## config.mk

```make
export PLATFORM = sky130hd
export DESIGN_NAME = regfile_read_scoreboard_flat
export DESIGN_NICKNAME = d
export VERILOG_FILES = /design/src/rtl/regfile_read_scoreboard_if.sv /design/src/rtl/regfile_read_scoreboard.sv /design/src/flat_wrapper.sv
export SDC_FILE = /design/constraint.sdc
export NUM_CORES = 1
export LEC_CHECK = 0
export ABC_AREA = 0
export BUFFER_PORTS_ARGS = -buffer_cell sky130_fd_sc_hd__buf_2
export CAP_MARGIN = 20
export CORE_ASPECT_RATIO = 1.75
export CORE_MARGIN = 8
export CORE_UTILIZATION = 38
export DETAILED_ROUTE_END_ITERATION = 16
export SYNTH_ARGS = -nofsm -noshare
export SYNTH_HDL_FRONTEND = slang
export SYNTH_SLANG_ARGS = --single-unit
```

## constraint.sdc

```tcl
create_clock -name clk -period 3.4 [get_ports clk]
set_clock_uncertainty 0.2 [all_clocks]
set_input_delay 0.68 -clock clk [delete_from_list [all_inputs] [get_ports clk]]
set_output_delay 0.68 -clock clk [all_outputs]
set_load 0.01 [all_outputs]
```

## src/rtl/regfile_read_scoreboard_if.sv

```systemverilog
// Decode / register-file / writeback / execute signal bundle for the
// operand-read scoreboard. The master side is the surrounding pipeline,
// the slave side is the scoreboard itself.
interface regfile_read_scoreboard_if #(
    parameter int XLEN = 32
);
    // Decode request
    logic            req_valid;
    logic            req_ready;
    logic [4:0]      req_rs1;
    logic [4:0]      req_rs2;
    logic [4:0]      req_rd;
    logic            req_rd_we;

    // Combinational register-file read of req_rs1/req_rs2
    logic [XLEN-1:0] rf_rs1_data;
    logic [XLEN-1:0] rf_rs2_data;

    // Writeback bus
    logic            wb_en;
    logic [4:0]      wb_addr;
    logic [XLEN-1:0] wb_data;

    // Registered operand stage towards execute
    logic            out_valid;
    logic            out_ready;
    logic [XLEN-1:0] out_rs1_val;
    logic [XLEN-1:0] out_rs2_val;
    logic [4:0]      out_rd;

    // Sticky scoreboard underflow flag
    logic            sb_err;

    modport master (
        output req_valid, req_rs1, req_rs2, req_rd, req_rd_we,
        output rf_rs1_data, rf_rs2_data,
        output wb_en, wb_addr, wb_data,
        output out_ready,
        input  req_ready, out_valid, out_rs1_val, out_rs2_val, out_rd, sb_err
    );

    modport slave (
        input  req_valid, req_rs1, req_rs2, req_rd, req_rd_we,
        input  rf_rs1_data, rf_rs2_data,
        input  wb_en, wb_addr, wb_data,
        input  out_ready,
        output req_ready, out_valid, out_rs1_val, out_rs2_val, out_rd, sb_err
    );
endinterface

```

## src/rtl/regfile_read_scoreboard.sv

```systemverilog
// Operand-read scoreboard between decode and execute. Counts outstanding
// writebacks per architectural register, stalls decode until both sources
// are safe, forwards same-cycle writeback data, and hands the operands to
// execute through a single registered valid/ready stage.
module regfile_read_scoreboard #(
    parameter int NREG = 32,
    parameter int XLEN = 32,
    parameter int CNTW = 2
) (
    input  logic                     clk,
    input  logic                     rst_n,
    regfile_read_scoreboard_if.slave bus
);
    localparam logic [CNTW-1:0] CntMax = '1;
    localparam logic [CNTW-1:0] CntOne = CNTW'(1);

    // Pending-writeback count per architectural register
    logic [CNTW-1:0] cnt [NREG];

    logic            src1Ready;
    logic            src2Ready;
    logic [XLEN-1:0] src1Val;
    logic [XLEN-1:0] src2Val;

    logic            decWb;
    logic            spuriousWb;
    logic            rdFull;
    logic            outFree;
    logic            reqReady;
    logic            accept;
    logic            incRd;

    logic            outValid;
    logic [XLEN-1:0] outRs1Val;
    logic [XLEN-1:0] outRs2Val;
    logic [4:0]      outRd;
    logic            sbErr;

    // A writeback retires one pending write only if one is outstanding;
    // otherwise it is an unexpected writeback and only raises the error flag.
    assign decWb      = bus.wb_en && (bus.wb_addr != '0) && (cnt[bus.wb_addr] != '0);
    assign spuriousWb = bus.wb_en && (bus.wb_addr != '0) && (cnt[bus.wb_addr] == '0);

    // Resolve each source from pre-update state: x0, clean register file, or forward
    always_comb begin
        // NOTE: every signal gets a default first so no path through the
        // if/else chain leaves it unassigned and infers a latch.
        src1Ready = 1'b0;
        src1Val   = '0;
        src2Ready = 1'b0;
        src2Val   = '0;

        if (bus.req_rs1 == '0) begin
            src1Ready = 1'b1;
        end else if (cnt[bus.req_rs1] == '0) begin
            src1Ready = 1'b1;
            src1Val   = bus.rf_rs1_data;
        end else if ((cnt[bus.req_rs1] == CntOne) && bus.wb_en && (bus.wb_addr == bus.req_rs1)) begin
            src1Ready = 1'b1;
            src1Val   = bus.wb_data;
        end

        if (bus.req_rs2 == '0) begin
            src2Ready = 1'b1;
        end else if (cnt[bus.req_rs2] == '0) begin
            src2Ready = 1'b1;
            src2Val   = bus.rf_rs2_data;
        end else if ((cnt[bus.req_rs2] == CntOne) && bus.wb_en && (bus.wb_addr == bus.req_rs2)) begin
            src2Ready = 1'b1;
            src2Val   = bus.wb_data;
        end
    end

    // A saturated destination counter blocks issue unless it drains this cycle
    assign rdFull   = bus.req_rd_we && (bus.req_rd != '0) && (cnt[bus.req_rd] == CntMax) &&
                      !(decWb && (bus.wb_addr == bus.req_rd));
    assign outFree  = !outValid || bus.out_ready;
    assign reqReady = src1Ready && src2Ready && outFree && !rdFull;
    assign accept   = bus.req_valid && reqReady;
    assign incRd    = accept && bus.req_rd_we && (bus.req_rd != '0);

    // Per-register pending counters: +1 on issue, -1 on retire, net zero on both
    always_ff @(posedge clk or negedge rst_n) begin
        if (!rst_n) begin
            // NOTE: the counters are a small flop array holding architectural
            // hazard state, so they are cleared by reset like any other flop.
            for (int i = 0; i < NREG; i++) begin
                cnt[i] <= '0;
            end
        end else begin
            for (int i = 0; i < NREG; i++) begin
                if ((incRd && (bus.req_rd == 5'(i))) && !(decWb && (bus.wb_addr == 5'(i)))) begin
                    // NOTE: state uses <= so every flop samples pre-edge values and
                    // the counter, error and output updates are order-independent.
                    cnt[i] <= cnt[i] + CntOne;
                end else if (!(incRd && (bus.req_rd == 5'(i))) && (decWb && (bus.wb_addr == 5'(i)))) begin
                    cnt[i] <= cnt[i] - CntOne;
                end
            end
        end
    end

    // Sticky flag for a writeback that had nothing outstanding
    always_ff @(posedge clk or negedge rst_n) begin
        if (!rst_n) begin
            sbErr <= 1'b0;
        end else if (spuriousWb) begin
            sbErr <= 1'b1;
        end
    end

    // Registered operand stage: load on accept, drop valid on consume, else hold
    always_ff @(posedge clk or negedge rst_n) begin
        if (!rst_n) begin
            outValid  <= 1'b0;
            outRs1Val <= '0;
            outRs2Val <= '0;
            outRd     <= '0;
        end else if (accept) begin
            outValid  <= 1'b1;
            outRs1Val <= src1Val;
            outRs2Val <= src2Val;
            outRd     <= bus.req_rd;
        end else if (bus.out_ready) begin
            outValid  <= 1'b0;
        end
    end

    assign bus.req_ready   = reqReady;
    assign bus.out_valid   = outValid;
    assign bus.out_rs1_val = outRs1Val;
    assign bus.out_rs2_val = outRs2Val;
    assign bus.out_rd      = outRd;
    assign bus.sb_err      = sbErr;
endmodule

```

## src/flat_wrapper.sv

```systemverilog
// flat-port wrapper written by rule: the top's interface ports become plain ports
module regfile_read_scoreboard_flat 
#(
    parameter int NREG = 32,
    parameter int XLEN = 32,
    parameter int CNTW = 2
)
  (clk, rst_n, bus_req_valid, bus_req_rs1, bus_req_rs2, bus_req_rd, bus_req_rd_we, bus_rf_rs1_data, bus_rf_rs2_data, bus_wb_en, bus_wb_addr, bus_wb_data, bus_out_ready, bus_req_ready, bus_out_valid, bus_out_rs1_val, bus_out_rs2_val, bus_out_rd, bus_sb_err);
  regfile_read_scoreboard_if #(.XLEN(XLEN)) bus_i ();
  input  logic clk;
  input  logic rst_n;
  input wire logic [$bits(bus_i.req_valid)-1:0] bus_req_valid;
  input wire logic [$bits(bus_i.req_rs1)-1:0] bus_req_rs1;
  input wire logic [$bits(bus_i.req_rs2)-1:0] bus_req_rs2;
  input wire logic [$bits(bus_i.req_rd)-1:0] bus_req_rd;
  input wire logic [$bits(bus_i.req_rd_we)-1:0] bus_req_rd_we;
  input wire logic [$bits(bus_i.rf_rs1_data)-1:0] bus_rf_rs1_data;
  input wire logic [$bits(bus_i.rf_rs2_data)-1:0] bus_rf_rs2_data;
  input wire logic [$bits(bus_i.wb_en)-1:0] bus_wb_en;
  input wire logic [$bits(bus_i.wb_addr)-1:0] bus_wb_addr;
  input wire logic [$bits(bus_i.wb_data)-1:0] bus_wb_data;
  input wire logic [$bits(bus_i.out_ready)-1:0] bus_out_ready;
  output wire logic [$bits(bus_i.req_ready)-1:0] bus_req_ready;
  output wire logic [$bits(bus_i.out_valid)-1:0] bus_out_valid;
  output wire logic [$bits(bus_i.out_rs1_val)-1:0] bus_out_rs1_val;
  output wire logic [$bits(bus_i.out_rs2_val)-1:0] bus_out_rs2_val;
  output wire logic [$bits(bus_i.out_rd)-1:0] bus_out_rd;
  output wire logic [$bits(bus_i.sb_err)-1:0] bus_sb_err;
  assign bus_i.req_valid = bus_req_valid;
  assign bus_i.req_rs1 = bus_req_rs1;
  assign bus_i.req_rs2 = bus_req_rs2;
  assign bus_i.req_rd = bus_req_rd;
  assign bus_i.req_rd_we = bus_req_rd_we;
  assign bus_i.rf_rs1_data = bus_rf_rs1_data;
  assign bus_i.rf_rs2_data = bus_rf_rs2_data;
  assign bus_i.wb_en = bus_wb_en;
  assign bus_i.wb_addr = bus_wb_addr;
  assign bus_i.wb_data = bus_wb_data;
  assign bus_i.out_ready = bus_out_ready;
  assign bus_req_ready = bus_i.req_ready;
  assign bus_out_valid = bus_i.out_valid;
  assign bus_out_rs1_val = bus_i.out_rs1_val;
  assign bus_out_rs2_val = bus_i.out_rs2_val;
  assign bus_out_rd = bus_i.out_rd;
  assign bus_sb_err = bus_i.sb_err;
  regfile_read_scoreboard #(.NREG(NREG), .XLEN(XLEN), .CNTW(CNTW)) u_core (.clk(clk), .rst_n(rst_n), .bus(bus_i));
endmodule
```

==> summary.txt <==
Place
  – DP Wirelength: 29000 microns
  – Placed cell count: 1547
  – RePlAce Congestion: 0.965
  – IO buf count: 193
  – Post-DP Area: 12400 sq um

Timing
  – Final worst-path cycle share: 108%
  – Worst setup margin: -0.263 ns
  – Final setup viols: 85
  – Rel. slew slack: 43.5%
  – Max frequency: 0.273 GHz
  – Fin. max-slew vios: 0
  – Actual slew at the worst max-slew pin: 0.846 ns
  – Minimum clock period: 3.66 ns
  – RSZ-0062 raised after global routing: yes
  – Fin. Hold Viols: 0

GRT
  – Initial antenna violation count: 0
  – GRT Util Overall: 23.9%
  – Grt total ovfl: 0
  – Vias in the first global route: 9499
  – First-pass GRT wire length: 55000 microns
  – Largest net degree at the start of global routing: 55

Synthesis
  – #FFs+latches synth: 135
  – Post-Syn Area: 9500 sq um
  – Warnings, synthesis: 0
  – Sequential share of the synthesized area: 35.6%
  – Syn Inst Count: 896
  – Post-synth EDFFs: 0
  – Mapped Nets: 1049
  – Syn_area_per_cell: 10.6 sq um
  – Library cells used by synthesis: 52
  – Main synth FF type: dfrtp_1
  – Ys async rst share: 100%

Pwr
  – Pleak: 6.99 nW
  – Cell area power density: 700 nW/um^2
  – VDD IR-drop max: 0.000404 V
  – Pwr Total: 0.00987 W

Routing
  – Drt initial violations: 649
  – Wire per inst: 24.2 microns
  – Total Wirelength: 38900 microns
  – Final ANT Viol Nets: 0
  – Via density: 5.75
  – Router iterations before antenna repair: 5
  – DRC: 0
  – Vias: 9221

Worst setup path
  – CP endpoint kind: register
  – Setup CP Type: in -> reg
  – Critical path data required time: 3.53 ns
  – Critical path arrival: 3.79 ns
  – Critical Path Fanout Max: 7
  – Crit path launch type: input port

Die
  – Die width: 136 microns
  – Die Area: 30500 sq um
  – Core region area: 24600 sq um
  – Die height: 225 microns
  – Starting density of the core: 38.6%
  – # IOs: 194
  – Row cnt: 76

Clock tree
  – Clk root buf: clkbuf_16
  – CTS sink cnt: 135
  – Cts bufs inserted: 17
  – Worst-Skew Late Latency: 0.44 ns
  – Clock Pin Slew Worst Setup and Hold Paths: 0.06 ns
  – CTS tree: done
  – H-tree depth reported by CTS: 4
  – Maximum root-to-sink buffer count: 2

Outcome
  – Status: complete, but fails checks
  – Failing checks: negative setup slack

Cells and area
  – # nets final: 1433
  – Fillers: 2095
  – # diodes: 0
  – Fin area: 14100 sq um
  – Area Overhead vs Synth: 48.5%
  – Final std cells w/o fill: 1605
  – Ratio of cells with drive above 1 in the final layout: 52.4%

Min path
  – Hold Crit Class: reg -> reg

Run
  – Max_cap viols: 0
[placed cells by master (no fill, tap or decap), types with 11 or more instances in the layout]
cell,instances
a22oi_1,48
a32oi_1,32
buf_12,19
buf_2,186
buf_4,198
buf_6,22
clkbuf_16,21
dfrtp_1,127
ha_1,13
ha_4,12
mux2_4,69
mux2i_1,33
mux4_2,33
nand2_1,50
nand3_1,18
nor2_1,102
nor2_2,15
nor2b_1,12
nor3_1,12
nor3_4,11
nor4_2,11
xnor2_1,29
xor2_1,63
[worst paths after layout]
kind / start / to / slack (ns) / cells past startpoint
max: bus_req_rs2[0] / u_core.cnt[29]$_DFFE_PN0P_ / -0.26 / 15
max in group asynchronous: rst_n / u_core.bus.out_rd[3]$_DFFE_PN0N_ / 1.72 / 3
min in group asynchronous: rst_n / u_core.bus.out_rs1_val[10]$_DFFE_PN0N_ / 0.56 / 2
min: u_core.bus.sb_err$_DFFE_PN0P_ / u_core.bus.sb_err$_DFFE_PN0P_ / 0.28 / 1
min reg2reg: u_core.bus.sb_err$_DFFE_PN0P_ / u_core.bus.sb_err$_DFFE_PN0P_ / 0.28 / 1
max reg2reg: u_core.cnt[59]$_DFFE_PN0P_ / u_core.cnt[29]$_DFFE_PN0P_ / -0.25 / 14
[repair_timing]
item,4_1_cts,5_1_grt
pin swaps,4,46
hold endpoints to repair,6,0
cloned,0,8
setup endpoints to repair,133,132
setup buffers,7,11
gates resized for setup,42,133
hold buffers,1,0
[worst max-delay path, cell delays in order]
cell      delay [ns]
buf_4           0.16
mux4_2          0.57
mux2i_2         0.20
o22ai_1         0.12
nor3_2          0.18
buf_4           0.15
o21a_1          0.12
o2111a_2        0.26
nand3_4         0.22
nor4_1          0.35
ha_1            0.24
xor2_1          0.20
nor2_1          0.06
buf_4           0.13
xor2_1          0.13
[cell families after synthesis]
logic type	after synthesis	share of synthesized area, %
buffers and inverters	71	3.86
AO/OA/AOI/OAI	120	9.84
XOR/XNOR	108	9.96
AND/OR/NAND/NOR	293	14.6
flip-flops	135	35.6
adder cells (fa/ha/maj)	31	4.08
multiplexers	138	22.1
[routing by layer]
| layer | GRT usage [%] | up-vias | routed length (microns) |
|---|---|---|---|
| met1 | 24.1 | 4585 | 13200 |
| met3 | 4.89 | 154 | 2300 |
| li1 | - | 4049 | - |
| met4 | 16.5 | 0 | 2690 |
| met5 | 0 | - | 0 |
| met2 | 43.1 | 433 | 20700 |
[registers in the layout, summed over array words and instances, names as in the netlist]
name	cells
u_core.bus.out_rs1_val	32
u_core.cnt	64
u_core.bus.out_rs2_val	32
u_core.bus.out_rd	5
u_core.bus.out_valid	1
u_core.bus.sb_err	1
[report_power, final]
| part | switching [W] | internal [W] | total [W] |
|---|---|---|---|
| sequential | 0.000666 | 0.00234 | 0.00301 |
| combinational | 0.00236 | 0.00274 | 0.00510 |
| clock | 0.000729 | 0.00103 | 0.00176 |
| total | 0.00376 | 0.00611 | 0.00987 |
[cells in the mapped netlist (31+ instances only)]
master	count	share of area (%)
a22oi_1	48	3.8
a32oi_1	32	3.0
clkbuf_1	34	1.3
dfrtp_1	135	36
ha_1	31	4.1
mux2_4	58	9.2
mux2i_1	35	3.7
mux4_2	33	7.8
nand2_1	50	2.0
nor2_1	120	4.7
xnor2_1	36	3.3
xor2_1	72	6.6
[stage by stage]
step	worst slack [ns]	utilization, %	hold WS [ns]	setup TNS [ns]
after global placement	-1.06	50.3	0.269	-110.46
after CTS	-0.231	53.5	0.287	-6.50
final	-0.263	57.2	0.283	-7.30
after global routing	-0.388	57.2	0.299	-15.69
after detailed placement	-1.06	50.3	0.274	-112.56
after floorplan	-0.0994	-	0.184	-2.05
[cell type report]
cell class	instances	area, sq um	share of cell area [%]
tap	312	390	2.77
sequential	135	3390	24.0
clock inverter	13	106	0.754
timing repair buffer	434	3220	22.8
inverter	1	3.75	0.0266
clock buffer	19	453	3.21
multi-input combinational	691	6540	46.4
No activity file was read; power rests on OpenSTA's default activity.
